--- config.mk ---
export PLATFORM = sky130hd
export DESIGN_NAME = regfile_controller
export DESIGN_NICKNAME = d
export VERILOG_FILES = /design/src/rtl/regfile_ctrl_pkg.sv /design/src/rtl/regfile_alu.sv /design/src/rtl/regfile_controller.sv
export SDC_FILE = /design/constraint.sdc
export NUM_CORES = 1
export LEC_CHECK = 0
export ABC_AREA = 1
export CAP_MARGIN = 10
export CORE_AREA = 10 10 103 105
export CTS_BUF_LIST = sky130_fd_sc_hd__clkbuf_16
export DETAILED_ROUTE_END_ITERATION = 6
export DIE_AREA = 0 0 113 115
export PLACE_DENSITY = 0.81
export SETUP_SLACK_MARGIN = 0.5
export SYNTH_ARGS = -nofsm -noshare
export SYNTH_HDL_FRONTEND = slang
export SYNTH_SLANG_ARGS = --single-unit
--- constraint.sdc ---
create_clock -name clk -period 3 [get_ports clk]
set_clock_uncertainty 0.2 [all_clocks]
set_input_delay 0.45 -clock clk [delete_from_list [all_inputs] [get_ports clk]]
set_output_delay 0.45 -clock clk [all_outputs]
set_load 0.005 [all_outputs]
--- src/rtl/regfile_ctrl_pkg.sv ---
`default_nettype none
// ============================================================================
// Module  : regfile_ctrl_pkg
// Brief   : Opcodes and FSM state encoding shared by the register-file controller.
// Revision: 1.0 - initial release
// ============================================================================
package regfile_ctrl_pkg;

    localparam logic [1:0] OP_MOV = 2'b00;
    localparam logic [1:0] OP_ADD = 2'b01;
    localparam logic [1:0] OP_AND = 2'b10;
    localparam logic [1:0] OP_MVN = 2'b11;

    typedef enum logic [2:0] {
        ST_WAIT  = 3'd0,
        ST_LOADA = 3'd1,
        ST_LOADB = 3'd2,
        ST_EXEC  = 3'd3,
        ST_WRITE = 3'd4
    } state_t;

endpackage : regfile_ctrl_pkg
`default_nettype wire

--- src/rtl/regfile_alu.sv ---
`default_nettype none
// ============================================================================
// Module  : regfile_alu
// Brief   : Combinational ALU (ADD/AND/MVN) with zero, negative, overflow.
// Revision: 1.0 - initial release
// ============================================================================
module regfile_alu
    import regfile_ctrl_pkg::*;
#(
    parameter int k = 16
) (
    input  logic [k-1:0] a,
    input  logic [k-1:0] b,
    input  logic [1:0]   op,
    output logic [k-1:0] result,
    output logic         zero,
    output logic         negative,
    output logic         overflow
);

    logic [k-1:0] w_sum;

    assign w_sum = a + b;

    always_comb begin
        result   = '0;
        overflow = 1'b0;
        case (op)
            OP_ADD: begin
                result   = w_sum;
                // Same-sign operands producing an opposite-sign result
                overflow = (a[k-1] == b[k-1]) && (w_sum[k-1] != a[k-1]);
            end
            OP_AND:  result = a & b;
            OP_MVN:  result = ~b;
            default: result = '0;
        endcase
    end

    assign zero     = (result == '0);
    assign negative = result[k-1];

endmodule : regfile_alu
`default_nettype wire

--- src/rtl/regfile_controller.sv ---
`default_nettype none
// ============================================================================
// Module  : regfile_controller
// Brief   : Sequences one instruction at a time through an 8-entry register file.
// Revision: 1.0 - initial release
// ============================================================================
module regfile_controller
    import regfile_ctrl_pkg::*;
#(
    parameter int k = 16
) (
    input  logic         clk,
    input  logic         reset,
    input  logic         in_valid,
    output logic         in_ready,
    input  logic [1:0]   opcode,
    input  logic [2:0]   rd,
    input  logic [2:0]   rn,
    input  logic [2:0]   rm,
    input  logic [k-1:0] imm,
    output logic [2:0]   readnum,
    input  logic [k-1:0] data_out,
    output logic [2:0]   writenum,
    output logic         write,
    output logic [k-1:0] data_in,
    output logic         done,
    output logic         Z,
    output logic         N,
    output logic         V
);

    state_t       r_state;
    state_t       w_next;
    logic [1:0]   r_op;
    logic [2:0]   r_rd;
    logic [2:0]   r_rn;
    logic [2:0]   r_rm;
    logic [k-1:0] r_a;
    logic [k-1:0] r_b;
    logic [k-1:0] r_c;
    logic         r_z;
    logic         r_n;
    logic         r_v;

    logic [k-1:0] w_alu_res;
    logic         w_alu_z;
    logic         w_alu_n;
    logic         w_alu_v;
    logic         w_accept;

    assign w_accept = in_valid && (r_state == ST_WAIT);

    regfile_alu #(.k(k)) u_alu (
        .a        (r_a),
        .b        (r_b),
        .op       (r_op),
        .result   (w_alu_res),
        .zero     (w_alu_z),
        .negative (w_alu_n),
        .overflow (w_alu_v)
    );

    always_ff @(posedge clk or posedge reset) begin
        if (reset) begin
            r_state <= ST_WAIT;
        end else begin
            r_state <= w_next;
        end
    end

    always_comb begin
        w_next = r_state;
        case (r_state)
            ST_WAIT: begin
                if (w_accept) begin
                    case (opcode)
                        OP_MOV:  w_next = ST_WRITE;
                        OP_MVN:  w_next = ST_LOADB;
                        default: w_next = ST_LOADA;
                    endcase
                end
            end
            ST_LOADA: w_next = ST_LOADB;
            ST_LOADB: w_next = ST_EXEC;
            ST_EXEC:  w_next = ST_WRITE;
            ST_WRITE: w_next = ST_WAIT;
            default:  w_next = ST_WAIT;
        endcase
    end

    // Datapath registers; reset also discards any partially executed instruction
    always_ff @(posedge clk or posedge reset) begin
        if (reset) begin
            r_op <= OP_MOV;
            r_rd <= '0;
            r_rn <= '0;
            r_rm <= '0;
            r_a  <= '0;
            r_b  <= '0;
            r_c  <= '0;
            r_z  <= 1'b0;
            r_n  <= 1'b0;
            r_v  <= 1'b0;
        end else begin
            case (r_state)
                ST_WAIT: begin
                    if (w_accept) begin
                        r_op <= opcode;
                        r_rd <= rd;
                        r_rn <= rn;
                        r_rm <= rm;
                        if (opcode == OP_MOV) begin
                            r_c <= imm;
                        end
                    end
                end
                ST_LOADA: r_a <= data_out;
                ST_LOADB: r_b <= data_out;
                ST_EXEC: begin
                    r_c <= w_alu_res;
                    r_z <= w_alu_z;
                    r_n <= w_alu_n;
                    r_v <= w_alu_v;
                end
                default: ;
            endcase
        end
    end

    always_comb begin
        in_ready = 1'b0;
        readnum  = '0;
        writenum = '0;
        write    = 1'b0;
        data_in  = '0;
        done     = 1'b0;
        case (r_state)
            ST_WAIT:  in_ready = 1'b1;
            ST_LOADA: readnum  = r_rn;
            ST_LOADB: readnum  = r_rm;
            ST_WRITE: begin
                write    = 1'b1;
                writenum = r_rd;
                data_in  = r_c;
                done     = 1'b1;
            end
            default: ;
        endcase
    end

    assign Z = r_z;
    assign N = r_n;
    assign V = r_v;

endmodule : regfile_controller
`default_nettype wire
==> metrics.txt, run 1 <==
Max Clk Rate approximately 420 MHz; drt pass-1 iters 7; die extent in x 113 um; final instance area ~5300 um2; placed cell area around 5000 um2; total CTS buffers 9; slowest CP cell fa_1; clock transition at the registers of the reported paths roughly 0.050 ns; Slew headroom 0.673; initial core utilization 0.491; Final setup viols 0; Final min period 2.38 ns; Post-Syn Nets approximately 660; sequential-to-total area share from yosys stat 0.387; pwr/cell area about 1100 nW/um2; commonest non-fill, non-tap cell in the layout nand2_1; worst-path cell chain ha_2 > fa_1 > nand2_1 > nand2_1 > and2_1 > nand2_1 > nand2_1 > o21ai_1 > nor2_1 > nand3_1 > nor2_1 > nand3_1 > nand2_1; cell row count 34; DP HPWL a little under 9000 um; gr usage total 0.170; total design power 5.99 mW; Clock Latency Late Sink between 0.3 and 0.4 ns; vias per cell ~5.2; Worst path max stage delay roughly 0.43 ns; H-tree depth 3; status finished clean; wirelength, routed approximately 11,000 um; Hold WS ~0.26 ns; Filler cells 749; Root Buffer Master clkbuf_16; io pins 74; CTS tree built; share of cells above drive strength 1 0.0877; Layout area overhead 26.6%; RSZ-0062 raised after global routing false; most frequent CP cell nand2_1; gpl congestion between 0.8 and 0.9; n_diodes 0; vias post-DR 4,073; worst-margin pin slew 0.490 ns; final hold violations 0; synth unique cells 34; remaining antenna violation count 0; crit path max fanout 5; Avg Cell Area, Syn roughly 7 um2; first-pass GRT wire length approximately 19,000 um; maxcap violations 0; Slew Viols, Final 0; Iteration-0 DRC Markers ~240; grt ovf 0; ratio of final minimum period to clock period 0.793; commonest cells after routing, fill and taps aside 147 x nand2_1, 101 x inv_1, 66 x o21ai_0, 65 x dfrtp_1, 52 x nor2_1; Die ar. about 13,000 um2; critical path required time 3.02 ns; CP Capture Type flip-flop; routed len/inst 14.3 um; VDD IR max approximately 0.00043 V; cell count after synthesis just under 600; leakage 2.85 nW; CTS Sinks 65; IO buf count 73; crit path kind reg -> reg; Core ar. around 8600 um2; vias in the first global route ~3,900; YS warnings 0; CTS Buffer Depth 2; NumNets Final ~730; CP Data Arrival Time 2.40 ns; post-synthesis register bit count 65; setup total negative slack 0 ns; # DRC 0; largest net degree at the start of global routing 34; Min-Delay Path Class in -> async; Post-Syn Area about 4200 um2; Die Y-Extent approximately 120 um; CP startpoint kind flip-flop; initial antenna violation count 0; Hold-fix buffers, CTS 0
state kept, by name (all words and copies together), names as in the netlist:
name and flops:
Z 1, r_rn 3, r_op 2, r_c 16
N 1, r_rd 3, r_b 16, r_state 3
r_a 16, r_rm 3, V 1
worst paths after layout:
kind | start | to | slack (ns) | cells after the start
max reg2reg | r_a[0] | Z | 0.62 | 13
max | r_a[0] | Z | 0.62 | 13
min | reset | r_rn[1] | 0.26 | 2
max in group asynchronous | reset | r_a[11] | 1.63 | 3
min reg2reg | r_a[4] | r_a[4] | 0.29 | 2
min in group clk | r_a[4] | r_a[4] | 0.29 | 2
metal layers:
| layer | part of all wire | track usage |
|---|---|---|
| met1 | 0.44 | 0.217 |
| met2 | 0.48 | 0.274 |
| met3 | 0.061 | 0.0448 |
| met4 | 0.019 | 0.0592 |
| met5 | 0 | 0 |
layout make-up:
| type | instances | area [um2] | share of cell area |
|---|---|---|---|
| Tap cell | 108 | 135 | 0.0254 |
| Inverter | 110 | 414 | 0.0779 |
| Clock buffer | 9 | 225 | 0.0424 |
| Multi-Input combinational cell | 401 | 2070 | 0.389 |
| Sequential cell | 65 | 1630 | 0.306 |
| Timing Repair Buffer | 81 | 795 | 0.149 |
| Clock inverter | 7 | 53.8 | 0.0101 |
cells in the mapped netlist:
| cell | count | area [um2] |
|---|---|---|
| nand3_1 | 30 | 150 |
| nor3_2 | 1 | 10.0 |
| clkbuf_8 | 1 | 13.8 |
| o31ai_1 | 1 | 7.51 |
| clkinv_1 | 1 | 3.75 |
| inv_2 | 8 | 30.0 |
| nand2_2 | 10 | 62.6 |
| buf_4 | 2 | 15.0 |
| nand3_2 | 3 | 30.0 |
| clkbuf_1 | 10 | 37.5 |
| o22ai_1 | 25 | 156 |
| buf_6 | 3 | 33.8 |
| and2_0 | 1 | 6.26 |
| o22ai_2 | 1 | 12.5 |
| ha_1 | 19 | 238 |
| nand2_1 | 147 | 552 |
| fa_1 | 1 | 20.0 |
| nand4_1 | 5 | 31.3 |
| o21ai_0 | 66 | 330 |
| buf_2 | 3 | 15.0 |
| a21oi_1 | 14 | 70.1 |
| and2_1 | 2 | 12.5 |
| a22oi_1 | 1 | 7.51 |
| xnor2_1 | 1 | 8.76 |
| nor2_2 | 4 | 25.0 |
| nand3b_1 | 5 | 37.5 |
| nor2_1 | 56 | 210 |
| o21ai_1 | 2 | 10.0 |
| a31o_2 | 2 | 17.5 |
| o221ai_1 | 1 | 8.76 |
| inv_1 | 101 | 379 |
| nor2_4 | 2 | 22.5 |
| o211ai_1 | 1 | 7.51 |
| dfrtp_1 | 65 | 1630 |
per-stage QoR:
step,setup WS (ns),utilization,cells
floorplan,0.724,-,595
global placement,0.477,0.584,763
detailed placement,0.347,0.584,763
CTS,0.503,0.619,781
global route,0.492,0.622,781
finish,0.622,0.622,781
repair_timing:
action                                  in CTS  in global routing
resized for setup                           21                 10
endpoints found under the hold margin        0                  0
setup buffers                                2                  0
pin swaps                                    1                  3
endpoints found under the setup margin      19                  8
worst max-delay path: cells and delay by family, from the launching register on:
family          cells  cell delay, ns
flops               1            0.41
fa+ha+maj           2            0.67
simple gates       10            0.76
compound gates      1            0.23
where the power goes:
part           switching [mW]  leakage, nW  internal, mW  total (mW)
logic                    2.14         1.90          1.27        3.41
registers               0.274        0.805          1.31        1.58
clock network           0.369        0.144         0.626       0.995
cell families after synthesis:
logic type	synth area share
AO/OA/AOI/OAI	0.150
XOR/XNOR	0.00209
adder cells (fa/ha/maj)	0.0614
buffers and inverters	0.126
flip-flops	0.387
AND/OR/NAND/NOR	0.274
Note: power is estimated with default switching activity, not from simulation.
==> inputs of run 2 (changes only) <==
--- a/config.mk
+++ b/config.mk
@@ -7,10 +7,10 @@
 export LEC_CHECK = 0
 export ABC_AREA = 1
 export CAP_MARGIN = 10
-export CORE_AREA = 10 10 103 105
+export CORE_AREA = 10 10 105 107
 export CTS_BUF_LIST = sky130_fd_sc_hd__clkbuf_16
 export DETAILED_ROUTE_END_ITERATION = 6
-export DIE_AREA = 0 0 113 115
+export DIE_AREA = 0 0 115 117
 export PLACE_DENSITY = 0.81
 export SETUP_SLACK_MARGIN = 0.5
 export SYNTH_ARGS = -nofsm -noshare
==> constraint.sdc (replaced) <==
create_clock -name clk -period 1.95 [get_ports clk]
set_clock_uncertainty 0.2 [all_clocks]
set_input_delay 0.2925 -clock clk [delete_from_list [all_inputs] [get_ports clk]]
set_output_delay 0.2925 -clock clk [all_outputs]
set_load 0.005 [all_outputs]
==> run 2 against run 1 <==
The run now ends with DRC, setup timing left. Setup slack worse by 1.1 ns. Maximum frequency is 2.3% lower. First-iteration DRC count grew to 3.1 times the previous value. Combinational power grew to 3.6 times the previous value. Sequential power is 66% higher. Hold slack worse by 0.044 ns. Register-to-register slack worse by 1.1 ns. Clock power is 61% higher. Core utilization is 24 points higher. Critical path depth stayed put. Wire length is 99% higher. Via count is 39% higher. Critical path type unchanged. Largest cell class unchanged. Highest routed layer unchanged.
==> metrics.txt, run 2 (synthesis gave the netlist of run 1 again) <==
status finished with violations; failing checks DRC, setup timing; gpl congestion 0.967 (+9.2%); worst-margin pin slew 0.370 ns (-0.121 ns); initial core utilization 0.465 (-0.0256); largest net degree at the start of global routing 66 (+94%); CP startpoint kind flip-flop; crit path kind reg -> reg; commonest non-fill, non-tap cell in the layout inv_1; Post-Place Cells 820 (+7.5%); Final min period 2.44 ns (+0.0570 ns); pwr/cell area 2130 nW/um2 (+89%); Iteration-0 DRC Markers 727 (+210%); leakage 3.77 nW (+32%); first-pass GRT wire length 26,400 um (+42%); gr usage total 0.246 (+0.0753); final instance area 7780 um2 (+46%); CP Capture Type flip-flop; VDD IR max 0.00111 V (+160%); DP HPWL 9870 um (+14%); wirelength, routed 22,200 um (+99%); vias post-DR 5,648 (+39%); maxcap violations 0 (unchanged); clock transition at the registers of the reported paths 0.07 ns (+0.02 ns); n_diodes 0 (unchanged); CTS tree built; Hold WS 0.213 ns (-0.0438 ns); final hold violations 0 (unchanged); initial antenna violation count 0 (unchanged); cell row count 35 (+2.9%); CTS Buffer Depth 2 (unchanged); Slew Viols, Final 0 (unchanged); Largest regs r_a (16), r_b (16), r_c (16); Die Y-Extent 117 um (+1.7%); routed len/inst 24.7 um (+73%); CTS Sinks 65 (unchanged); vias per cell 6.28 (+20%); critical path required time 2.02 ns (-1.00 ns); io pins 74 (unchanged); # DRC 23 (+23); Root Buffer Master clkbuf_16; grt ovf 0 (unchanged); Max Clk Rate 411 MHz (-2.3%); IO buf count 73 (unchanged); die extent in x 115 um (+1.8%); crit path max fanout 4 (-1); Core ar. 9020 um2 (+5.5%); Clock Latency Late Sink 0.34 ns (about the same); placed cell area 5790 um2 (+16%); Final WS setup -0.485 ns (-1.11 ns); Layout area overhead 85.3%; commonest cells after routing, fill and taps aside 97 x inv_1, 79 x nand2_1, 68 x buf_4, 62 x dfrtp_1, 45 x clkdlybuf4s50_1; Die ar. 13,500 um2 (+3.5%); Slew headroom 0.753 (+0.0809); vias in the first global route 5,125 (+31%); NumNets Final 851 (+16%); setup total negative slack -12.61 ns (-12.61 ns); Final setup viols 72 (+72); RSZ-0062 raised after global routing true; ratio of final minimum period to clock period 1.25 (+0.456); CP Data Arrival Time 2.50 ns (+0.10 ns); total CTS buffers 9 (unchanged); final std cells w/o fill 900 (+15%); Min-Delay Path Class in -> async; H-tree depth 3 (unchanged); remaining antenna violation count 0 (unchanged); drt pass-1 iters 7 (unchanged); share of cells above drive strength 1 0.496 (+0.408)
run 2: cell count changes in the layout (fill, tap and decap cells not counted), sizes merged, moves of 2 or more:
| cell | before | now |
|---|---|---|
| inv | 111 | 108 |
| dlygate4sd2 | 17 | 0 |
| buf | 8 | 144 |
| clkbuf | 9 | 15 |
| clkdlybuf4s15 | 0 | 2 |
| clkdlybuf4s50 | 51 | 45 |
| dlymetal6s2s | 5 | 0 |
run 2: metrics by stage:
| step | util | setup WS, ns | power, mW |
|---|---|---|---|
| after detailed placement | 0.642 | -0.254 | 9.54 |
| after floorplan | - | -0.0765 | 6.98 |
| after global placement | 0.642 | -0.192 | 9.31 |
| after CTS | 0.776 | -0.198 | 13.3 |
| after global routing | 0.863 | -0.568 | 17.2 |
| final | 0.863 | -0.485 | 16.6 |
run 2: worst max-delay path, cell delays in order, from the launching register on:
cell and delay, ns:
dfrtp_1 0.41, ha_4 0.18, fa_2 0.39, nand2_2 0.11, nand2_4 0.08, nand3_4 0.10, nand2_2 0.08, a21oi_2 0.17
nand2_1 0.08, nand3_1 0.10, nand2_1 0.10, nor2_1 0.15, nand3_1 0.13, nand2_1 0.10
run 2: worst paths after layout:
kind	to	startpoint	slack (ns)	cells after the start
min reg2reg	r_a[7]	r_a[7]	0.35	2
min	r_state[0]	reset	0.21	3
max reg2reg	Z	r_a[0]	-0.49	13
max	Z	r_a[0]	-0.49	13
min in group clk	r_a[8]	data_out[8]	0.31	3
max in group asynchronous	r_b[1]	reset	1.03	3
run 2: what timing repair did:
action	4_1_cts	5_1_grt
cloned	9	5
setup buffers	35	16
gates resized for setup	280	141
pin swaps	40	48
setup endpoints to repair	93	91
hold buffers	0	0
run 2: area by class of cell:
cell class,instances,area [um2]
multi-input combinational,401,3200
timing repair buffer,198,2110
sequential,65,1630
fill,400,1240
inverter,110,424
clock buffer,9,225
tap,111,139
clock inverter,6,50.0
run 2: power by group:
part / total [mW] / internal [mW] / switching (mW)
sequential: 2.62 / 2.02 / 0.602
clock: 1.60 / 0.964 / 0.640
combinational: 12.4 / 5.47 / 6.89
total: 16.6 / 8.45 / 8.13
run 2: layer usage:
layer | GRT usage | share of wire
met4 | 0.137 | 0.097
met2 | 0.411 | 0.47
met5 | 0 | 0
met3 | 0.0499 | 0.094
met1 | 0.289 | 0.34
